===== src/rtl/quad_pkg.sv =====
// rtl/quad_pkg.sv - shared phase-state encodings and direction constants for quad_decoder
//
// Contents:
//   quad_state_t   filtered {A,B} phase pair, named in forward (up) order
//   DIR_UP/DOWN    values driven on up_down
//   quad_fwd_next  forward successor of a phase state (00->01->11->10->00)
package quad_pkg;

  typedef enum logic [1:0] {
    QS_00 = 2'b00,
    QS_01 = 2'b01,
    QS_11 = 2'b11,
    QS_10 = 2'b10
  } quad_state_t;

  localparam logic DIR_UP   = 1'b0;
  localparam logic DIR_DOWN = 1'b1;

  function automatic quad_state_t quad_fwd_next(input quad_state_t s);
    case (s)
      QS_00:   quad_fwd_next = QS_01;
      QS_01:   quad_fwd_next = QS_11;
      QS_11:   quad_fwd_next = QS_10;
      default: quad_fwd_next = QS_00;
    endcase
  endfunction

endpackage


===== src/rtl/quad_input_filter.sv =====
// rtl/quad_input_filter.sv - synchronizer plus glitch filter for one asynchronous pin
//
// Ports:
//   clk       in   clock, rising edge
//   reset     in   synchronous active-high reset; clears chain, counter and output
//   pin       in   asynchronous input pin
//   filtered  out  pin value after SYNC_STAGES flops and FILTER_LEN-sample agreement
module quad_input_filter #(
  parameter int SYNC_STAGES = 2,
  parameter int FILTER_LEN  = 3
) (
  input  logic clk,
  input  logic reset,
  input  logic pin,
  output logic filtered
);

  localparam int CW = $clog2(FILTER_LEN + 1);

  logic [SYNC_STAGES-1:0] sync_q;
  logic [CW-1:0]          cnt_q;
  logic                   synced;

  assign synced = sync_q[SYNC_STAGES-1];

  // cnt_q counts consecutive synced samples that disagree with the filtered
  // value; any agreeing sample restarts the count, so short pulses vanish.
  always_ff @(posedge clk) begin
    if (reset) begin
      sync_q   <= '0;
      cnt_q    <= '0;
      filtered <= 1'b0;
    end else begin
      sync_q <= {sync_q[SYNC_STAGES-2:0], pin};
      if (synced == filtered) begin
        cnt_q <= '0;
      end else if (cnt_q == CW'(FILTER_LEN - 1)) begin
        filtered <= synced;
        cnt_q    <= '0;
      end else begin
        cnt_q <= cnt_q + 1'b1;
      end
    end
  end

endmodule


===== src/rtl/quad_decoder.sv =====
// rtl/quad_decoder.sv - quadrature decoder producing step/direction and a position count
//
// Optional feature: define QUAD_INDEX_EN to add the index pin, which zeroes
// position on its filtered rising edge.
//
// Ports:
//   clk       in   clock, rising edge
//   reset     in   synchronous active-high reset
//   index     in   index pin, asynchronous (QUAD_INDEX_EN only)
//   quad_a    in   phase A pin, asynchronous
//   quad_b    in   phase B pin, asynchronous
//   clear     in   synchronous position clear
//   err_clr   in   clears the sticky error flag
//   step      out  one-cycle pulse per legal quadrature edge
//   up_down   out  direction of last step, 0 = up, 1 = down
//   position  out  running count, wraps modulo 2^WIDTH
//   error     out  sticky illegal-transition flag
module quad_decoder
  import quad_pkg::*;
#(
  parameter int WIDTH       = 16,
  parameter int SYNC_STAGES = 2,
  parameter int FILTER_LEN  = 3
) (
  input  logic             clk,
  input  logic             reset,
`ifdef QUAD_INDEX_EN
  input  logic             index,
`endif
  input  logic             quad_a,
  input  logic             quad_b,
  input  logic             clear,
  input  logic             err_clr,
  output logic             step,
  output logic             up_down,
  output logic [WIDTH-1:0] position,
  output logic             error
);

  logic        a_f;
  logic        b_f;
  logic        idx_rise;
  quad_state_t cur_st;

  quad_input_filter #(.SYNC_STAGES(SYNC_STAGES), .FILTER_LEN(FILTER_LEN)) u_filt_a (
    .clk      (clk),
    .reset    (reset),
    .pin      (quad_a),
    .filtered (a_f)
  );

  quad_input_filter #(.SYNC_STAGES(SYNC_STAGES), .FILTER_LEN(FILTER_LEN)) u_filt_b (
    .clk      (clk),
    .reset    (reset),
    .pin      (quad_b),
    .filtered (b_f)
  );

`ifdef QUAD_INDEX_EN
  logic idx_f;
  logic idx_q;

  quad_input_filter #(.SYNC_STAGES(SYNC_STAGES), .FILTER_LEN(FILTER_LEN)) u_filt_idx (
    .clk      (clk),
    .reset    (reset),
    .pin      (index),
    .filtered (idx_f)
  );

  always_ff @(posedge clk) begin
    if (reset) begin
      idx_q <= 1'b0;
    end else begin
      idx_q <= idx_f;
    end
  end

  assign idx_rise = idx_f & ~idx_q;
`else
  assign idx_rise = 1'b0;
`endif

  assign cur_st = quad_state_t'({a_f, b_f});

  quad_state_t      prev_q, prev_n;
  logic             primed_q, primed_n;
  logic             step_q, step_n;
  logic             dir_q, dir_n;
  logic             err_q, err_n;
  logic [WIDTH-1:0] pos_q, pos_n;
  logic             fwd, rev, bad;

  // Transition classification; nothing is decoded until the previous state
  // has been loaded once after reset.
  always_comb begin
    fwd = 1'b0;
    rev = 1'b0;
    bad = 1'b0;
    if (primed_q && (cur_st != prev_q)) begin
      if (cur_st == quad_fwd_next(prev_q)) begin
        fwd = 1'b1;
      end else if (prev_q == quad_fwd_next(cur_st)) begin
        rev = 1'b1;
      end else begin
        bad = 1'b1;
      end
    end
  end

  always_comb begin
    prev_n   = cur_st;
    primed_n = 1'b1;
    step_n   = 1'b0;
    dir_n    = dir_q;
    err_n    = err_q;
    pos_n    = pos_q;

    if (fwd) begin
      step_n = 1'b1;
      dir_n  = DIR_UP;
      pos_n  = pos_q + WIDTH'(1);
    end else if (rev) begin
      step_n = 1'b1;
      dir_n  = DIR_DOWN;
      pos_n  = pos_q - WIDTH'(1);
    end

    // A new illegal transition beats a simultaneous clear request.
    if (bad) begin
      err_n = 1'b1;
    end else if (err_clr) begin
      err_n = 1'b0;
    end

    // Later assignments win: clear over index over step.
    if (idx_rise) begin
      pos_n = '0;
    end
    if (clear) begin
      pos_n = '0;
    end
  end

  always_ff @(posedge clk) begin
    if (reset) begin
      prev_q   <= QS_00;
      primed_q <= 1'b0;
      step_q   <= 1'b0;
      dir_q    <= DIR_UP;
      err_q    <= 1'b0;
      pos_q    <= '0;
    end else begin
      prev_q   <= prev_n;
      primed_q <= primed_n;
      step_q   <= step_n;
      dir_q    <= dir_n;
      err_q    <= err_n;
      pos_q    <= pos_n;
    end
  end

  assign step     = step_q;
  assign up_down  = dir_q;
  assign position = pos_q;
  assign error    = err_q;

endmodule


===== config.mk =====
export PLATFORM = sky130hd
export DESIGN_NAME = quad_decoder
export DESIGN_NICKNAME = d
export VERILOG_FILES = /design/src/rtl/quad_pkg.sv /design/src/rtl/quad_input_filter.sv /design/src/rtl/quad_decoder.sv
export SDC_FILE = /design/constraint.sdc
export NUM_CORES = 1
export LEC_CHECK = 0
export ABC_AREA = 1
export BUFFER_PORTS_ARGS = -buffer_cell sky130_fd_sc_hd__buf_4
export CAP_MARGIN = 20
export CORE_ASPECT_RATIO = 0.8
export CORE_MARGIN = 4
export CORE_UTILIZATION = 62
export DETAILED_ROUTE_END_ITERATION = 8
export PLACE_DENSITY = 0.93
export SLEW_MARGIN = 25
export SYNTH_ARGS = -nofsm -noshare
export SYNTH_HDL_FRONTEND = slang
export SYNTH_HIERARCHICAL = 1
export SYNTH_SLANG_ARGS = --single-unit

===== constraint.sdc =====
create_clock -name clk -period 5.2 [get_ports clk]
set_input_delay 0.26 -clock clk [delete_from_list [all_inputs] [get_ports clk]]
set_output_delay 0.26 -clock clk [all_outputs]
set_load 0.03 [all_outputs]

# Word level (Yosys, flattened, before mapping)
# Index checks and enable logic that the tools add are counted.
# totals
ff_bits	32
romBits	0
out_inout_bits	19
mem_count	0
ramBits	0
word_cells	60
latchBits	0
# op_classes
n_shift	0
div_mod_pow	0
magnitude_cmp	0
muxes	20
mul	0
n_reduce_logical	11
n_addsub	4
bitwise_logic	2
n_eq_ne	11
# op_table
operator	count
$mux W16	2
$add A16 B1 Y16 const B	1
$sub A16 B1 Y16 const B	1
$mux W1	13
$pmux W2 S3	2
$eq A2 B2 Y1 const B	4
$mux W2	3
$reduce_or A3 Y1	2
$add A2 B1 Y2 const B	2
$eq A2 B1 Y1 const B	2
$eq A2 B2 Y1	2
$logic_not A2 Y1	2
$reduce_and A2 Y1	2
$reduce_bool A2 Y1	2
$reduce_or A2 Y1	2
$eq A1 B1 Y1	2
$ne A2 B2 Y1	1
$not A1 Y1	2
$logic_and A1 B1 Y1	1

# Logic depth before layout (Yosys ltp)
# logic_depth
depth_word	12
ltp_mapped	15
depth_no_buf	15

# Hierarchy
# Netlist, hierarchy kept.
# by_module_without_submodules
module	cells_each	seq_area_each_um2	n_inst	area_each_um2
quad_decoder	250	440.4	1	1634.1
quad_input_filter	23	100.1	2	186.4

# Worst setup path before layout
# No wires, ideal clock.
# synth_timing
path_kind	reg2reg
start	reg u_filt_b.filtered
end	reg pos_q[14], in the netlist position[14]
arrival_time_ns	2.345
setup_time_ns	0.115
path_stages_with_launch	13
path_slack_ns	2.740
n_path_buf	0
required_ns	5.085
cell_sequence	dfxtp_1 > xor2_1 > nand4_2 > ha_1 > nand2_1 > inv_1 > nand3_1 > o21ai_0 > nand2_1 > nand3_1 > nand2_1 > nor2_1 > nor2_1
# synth_between
elab_chain_cells	9
word_cells_on_any_way	17
# synth_rtl
element	line	source
from (decl)	quad_input_filter.sv:15	output logic filtered
from (signal assigned)	quad_input_filter.sv:38	filtered <= synced;
$eq A2 B2 Y1, or another cell as far along	quad_pkg.sv:20	case (s)
$pmux W2 S3	quad_pkg.sv:20	
$mux W2	quad_decoder.sv:100	if (cur_st == quad_fwd_next(prev_q)) begin
$mux W2	quad_decoder.sv:99	if (primed_q && (cur_st != prev_q)) begin
$eq A2 B2 Y1	quad_decoder.sv:102	end else if (prev_q == quad_fwd_next(cur_st)) begin
$mux W1	quad_decoder.sv:102	
$mux W1	quad_decoder.sv:100	
$mux W1	quad_decoder.sv:99	
$reduce_bool A2 Y1 (no line)	--	
to (signal assigned)	quad_decoder.sv:158	pos_q <= pos_n;
to (decl)	quad_decoder.sv:90	logic [WIDTH-1:0] pos_q, pos_n;
# Several ways; a longest one is shown, not always the timed one. The select of a mux whose other input is x is not followed.
# A chain may end at the register's enable or synchronous reset.

# Worst setup path after layout
# Same ends and word-level chain as after synthesis.

==> flow_metrics.env <==
export IMPL_cts_resized=0
export IMPL_leakage_uw=0.00122
export IMPL_required_ns=5.38
export IMPL_dpl_hpwl_microns=3310
export IMPL_syn_nets=320
export IMPL_vias_per_cell=5.23
export IMPL_cts_root_buf="clkbuf_8"
export IMPL_antenna_found_initial=0
export IMPL_crit_type="flop to flop"
export IMPL_portBuffers=24
export IMPL_cts_path_max_buffers=2
export IMPL_detail_route_wl_per_cell_microns=12.7
export IMPL_synthCells=296
export IMPL_path_cells="xor2_1, nand4_2, ha_1, nand2_1, inv_1, nand3_1, o21ai_0, nand2_1, nand3_1, nand2_1, nor2_1, nor2_1"
export IMPL_clkLatencyLatePin_ns=0.29
export IMPL_ys_flop_type="dfxtp_1"
export IMPL_dieHeight_microns=58.9
export IMPL_drv_cap=0
export IMPL_worstHoldPathCells=3
export IMPL_reg2regPathDepth=12
export IMPL_rsz0062_at_grt="false"
export IMPL_yosysWarnings=6
export IMPL_cpPeakStageDelay_ns=0.59
export IMPL_clock_sinks=32
export IMPL_detailedRoute_firstIterationViolations=142
export IMPL_ys_async_sr_fraction_pct=0
export IMPL_io_pins=25
export IMPL_r2r_start="u_filt_b/filtered"
export IMPL_path_max_fanout=19
export IMPL_setup_viol=0
export IMPL_track_usage_pct=23.4
export IMPL_gp_routability_congestion=0.954
export IMPL_clock_fmax_mhz=325
export IMPL_skew_ns=0.00892
export IMPL_drc=0
export IMPL_drt_pass1_iterations=4
export IMPL_path_clk_slew_ns=0.07
export IMPL_final_setup_tns_ns=0
export IMPL_ir_worst_vdd_mv=0.160
export IMPL_worstMarginPinSlew_ns=0.813
export IMPL_antenna_left=0
export IMPL_finalMaxSlewViolations=0
export IMPL_relSlewSlack_pct=45.6
export IMPL_num_rows=18
export IMPL_core_sq_um=3090
export IMPL_die_area_sq_um=4220
export IMPL_r2r_end="position[14]"
export IMPL_place_area_sq_um=2200
export IMPL_hp_start="quad_a"
export IMPL_grt_ovfl_total=0
export IMPL_seq_area_frac_synth_pct=31.9
export IMPL_fin_area_sq_um=2300
export IMPL_final_nets=347
export IMPL_postSynthAreaPerCell_sq_um=6.78
export IMPL_initial_core_util_pct=65.0
export IMPL_crit_arrival_ns=3.26
export IMPL_drt_total_wl_microns=4600
export IMPL_antennaDiodeCount=0
export IMPL_syn_to_final_growth_pct=14.6
export IMPL_hp_class="input pin to flop"
export IMPL_cts_setup_buffers=0
export IMPL_outcome="complete, no violations"
export IMPL_seq_area_sq_um=641
export IMPL_critPathMostFrequentCell="nand2_1"
export IMPL_finalHoldViolCount=0
export IMPL_tritoncts="yes"
export IMPL_num_vias=1900
export IMPL_ys_ff_latch=32
export IMPL_hold_path_end="u_filt_a/sync_q[0]"
export IMPL_fp_dieW_microns=71.6
export IMPL_syn_area_sq_um=2010
export IMPL_cts_hold_repair_buffers=0
export IMPL_grt_max_degree=31
export IMPL_grt_pass1_vias=1789
export IMPL_crit_slowest_cell="ha_1"
export IMPL_fillCellCount=238
export IMPL_period_minus_slack_ns=3.08
export IMPL_synth_edf_count=0
export IMPL_yosysUniqueCellTypes=27
export IMPL_drive_above_1_share_pct=12.1
export IMPL_fin_crit_sh_pct=59.3
export IMPL_grt_pass1_wl_microns=7710
export IMPL_cts_htree_levels=2
export IMPL_end_kind="flop"
export IMPL_crit_path_start_kind="flop"
export IMPL_multiInputGateArea_sq_um=1150
export IMPL_cts_made_buffers=5
export IMPL_r2r_slack_ns=2.12
export IMPL_pwr_density_cell_nw_per_um2=205
-- report_power, final --
part	switching (uW)	internal, uW
logic	7.51	5.03
registers	1.61	248
clock network	91.3	118
total	100	370
-- how the worst max path moves through the flow --
| stage | start | endpoint | slack (ns) | cells past startpoint |
|---|---|---|---|---|
| after global routing | u_filt_b/filtered | position[14] | 1.84 | 12 |
| after CTS | u_filt_b/filtered | position[14] | 2.15 | 12 |
| after global placement | u_filt_b/filtered | position[14] | 2.43 | 12 |
| final | u_filt_b/filtered | position[14] | 2.12 | 12 |
| after detailed placement | u_filt_b/filtered | position[14] | 2.25 | 12 |
| after floorplan | u_filt_b/filtered | position[14] | 2.74 | 12 |
-- metrics by stage --
stage               total power (uW)  utilization, %  hold WS [ns]  setup WS, ns  std cells
floorplan                        261               -         0.317          2.74        296
global placement                 266            71.4         0.389          2.43        356
detailed placement               267            71.4         0.399          2.25        356
CTS                              473            74.5         0.174          2.15        363
global route                     484            74.5         0.187          1.84        363
finish                           471            74.5         0.176          2.12        363
-- sequential cells by signal (all words and copies together) (netlist names) --
signal / flops
error: 1
position: 16
prev_q: 2
primed_q: 1
step: 1
u_filt_a/cnt_q: 2
u_filt_a/filtered: 1
u_filt_a/sync_q: 2
u_filt_b/cnt_q: 2
u_filt_b/filtered: 1
u_filt_b/sync_q: 2
up_down: 1
-- synthesized netlist by cell type, types with 2 or more instances --
cell | instances | share of area [%]
dfxtp_1 | 32 | 32
nor2_2 | 2 | 0.62
nand2_1 | 71 | 13
nand3_2 | 3 | 1.5
xnor2_1 | 8 | 3.5
o21ai_0 | 2 | 0.50
nand3_1 | 18 | 4.5
a21oi_1 | 24 | 6.0
nor2_1 | 38 | 7.1
ha_1 | 17 | 11
nor3_1 | 5 | 1.2
xor2_1 | 3 | 1.3
o21ai_1 | 10 | 2.5
nand3b_1 | 2 | 0.75
inv_1 | 48 | 9.0
buf_6 | 2 | 1.1
-- cell type report --
class	instances	area share [%]
sequential	32	27.9
inverter	48	7.83
timing repair buffer	24	7.83
tap	40	2.18
clock buffer	7	4.19
multi-input combinational	212	50.1
-- layout by cell type (no fill, tap or decap), types with 2 or more instances in the layout --
master and instances:
ha_1 17, nor2_2 2, a21oi_1 24, o21ai_0 2, xnor2_1 8, nand3_2 3, xor2_1 3, nand3_1 18
buf_4 24, nand3b_1 2, clkbuf_8 7, o21ai_1 10, nor2_1 38, dfxtp_1 32, nand2_1 71, nor3_1 5
inv_1 48
-- metal layers --
layer,wire length [microns],vias to the layer above,global-route usage (%)
met2,2190,54,38.4
met1,2040,846,29.5
met5,0,-,0
met3,256,14,5.63
li1,-,986,-
met4,112,0,10.5
-- worst max-delay path: cells and delay by family, from the launching register on --
kind / cells / cell delay [ns]
AO/OA/AOI/OAI: 1 / 0.39
AND/OR/NAND/NOR: 8 / 1.19
adder cells (fa/ha/maj): 1 / 0.59
XOR/XNOR: 1 / 0.28
buffers and inverters: 1 / 0.09
flip-flops: 1 / 0.43
-- kinds of logic after synthesis --
group / count (synthesis) / synth area share (%)
buf+inv: 52 / 10.7
fa+ha+maj: 18 / 11.6
flops: 32 / 31.9
xor+xnor: 11 / 4.80
simple gates: 143 / 30.5
compound gates: 40 / 10.5
No activity file was read; power rests on OpenSTA's default activity.
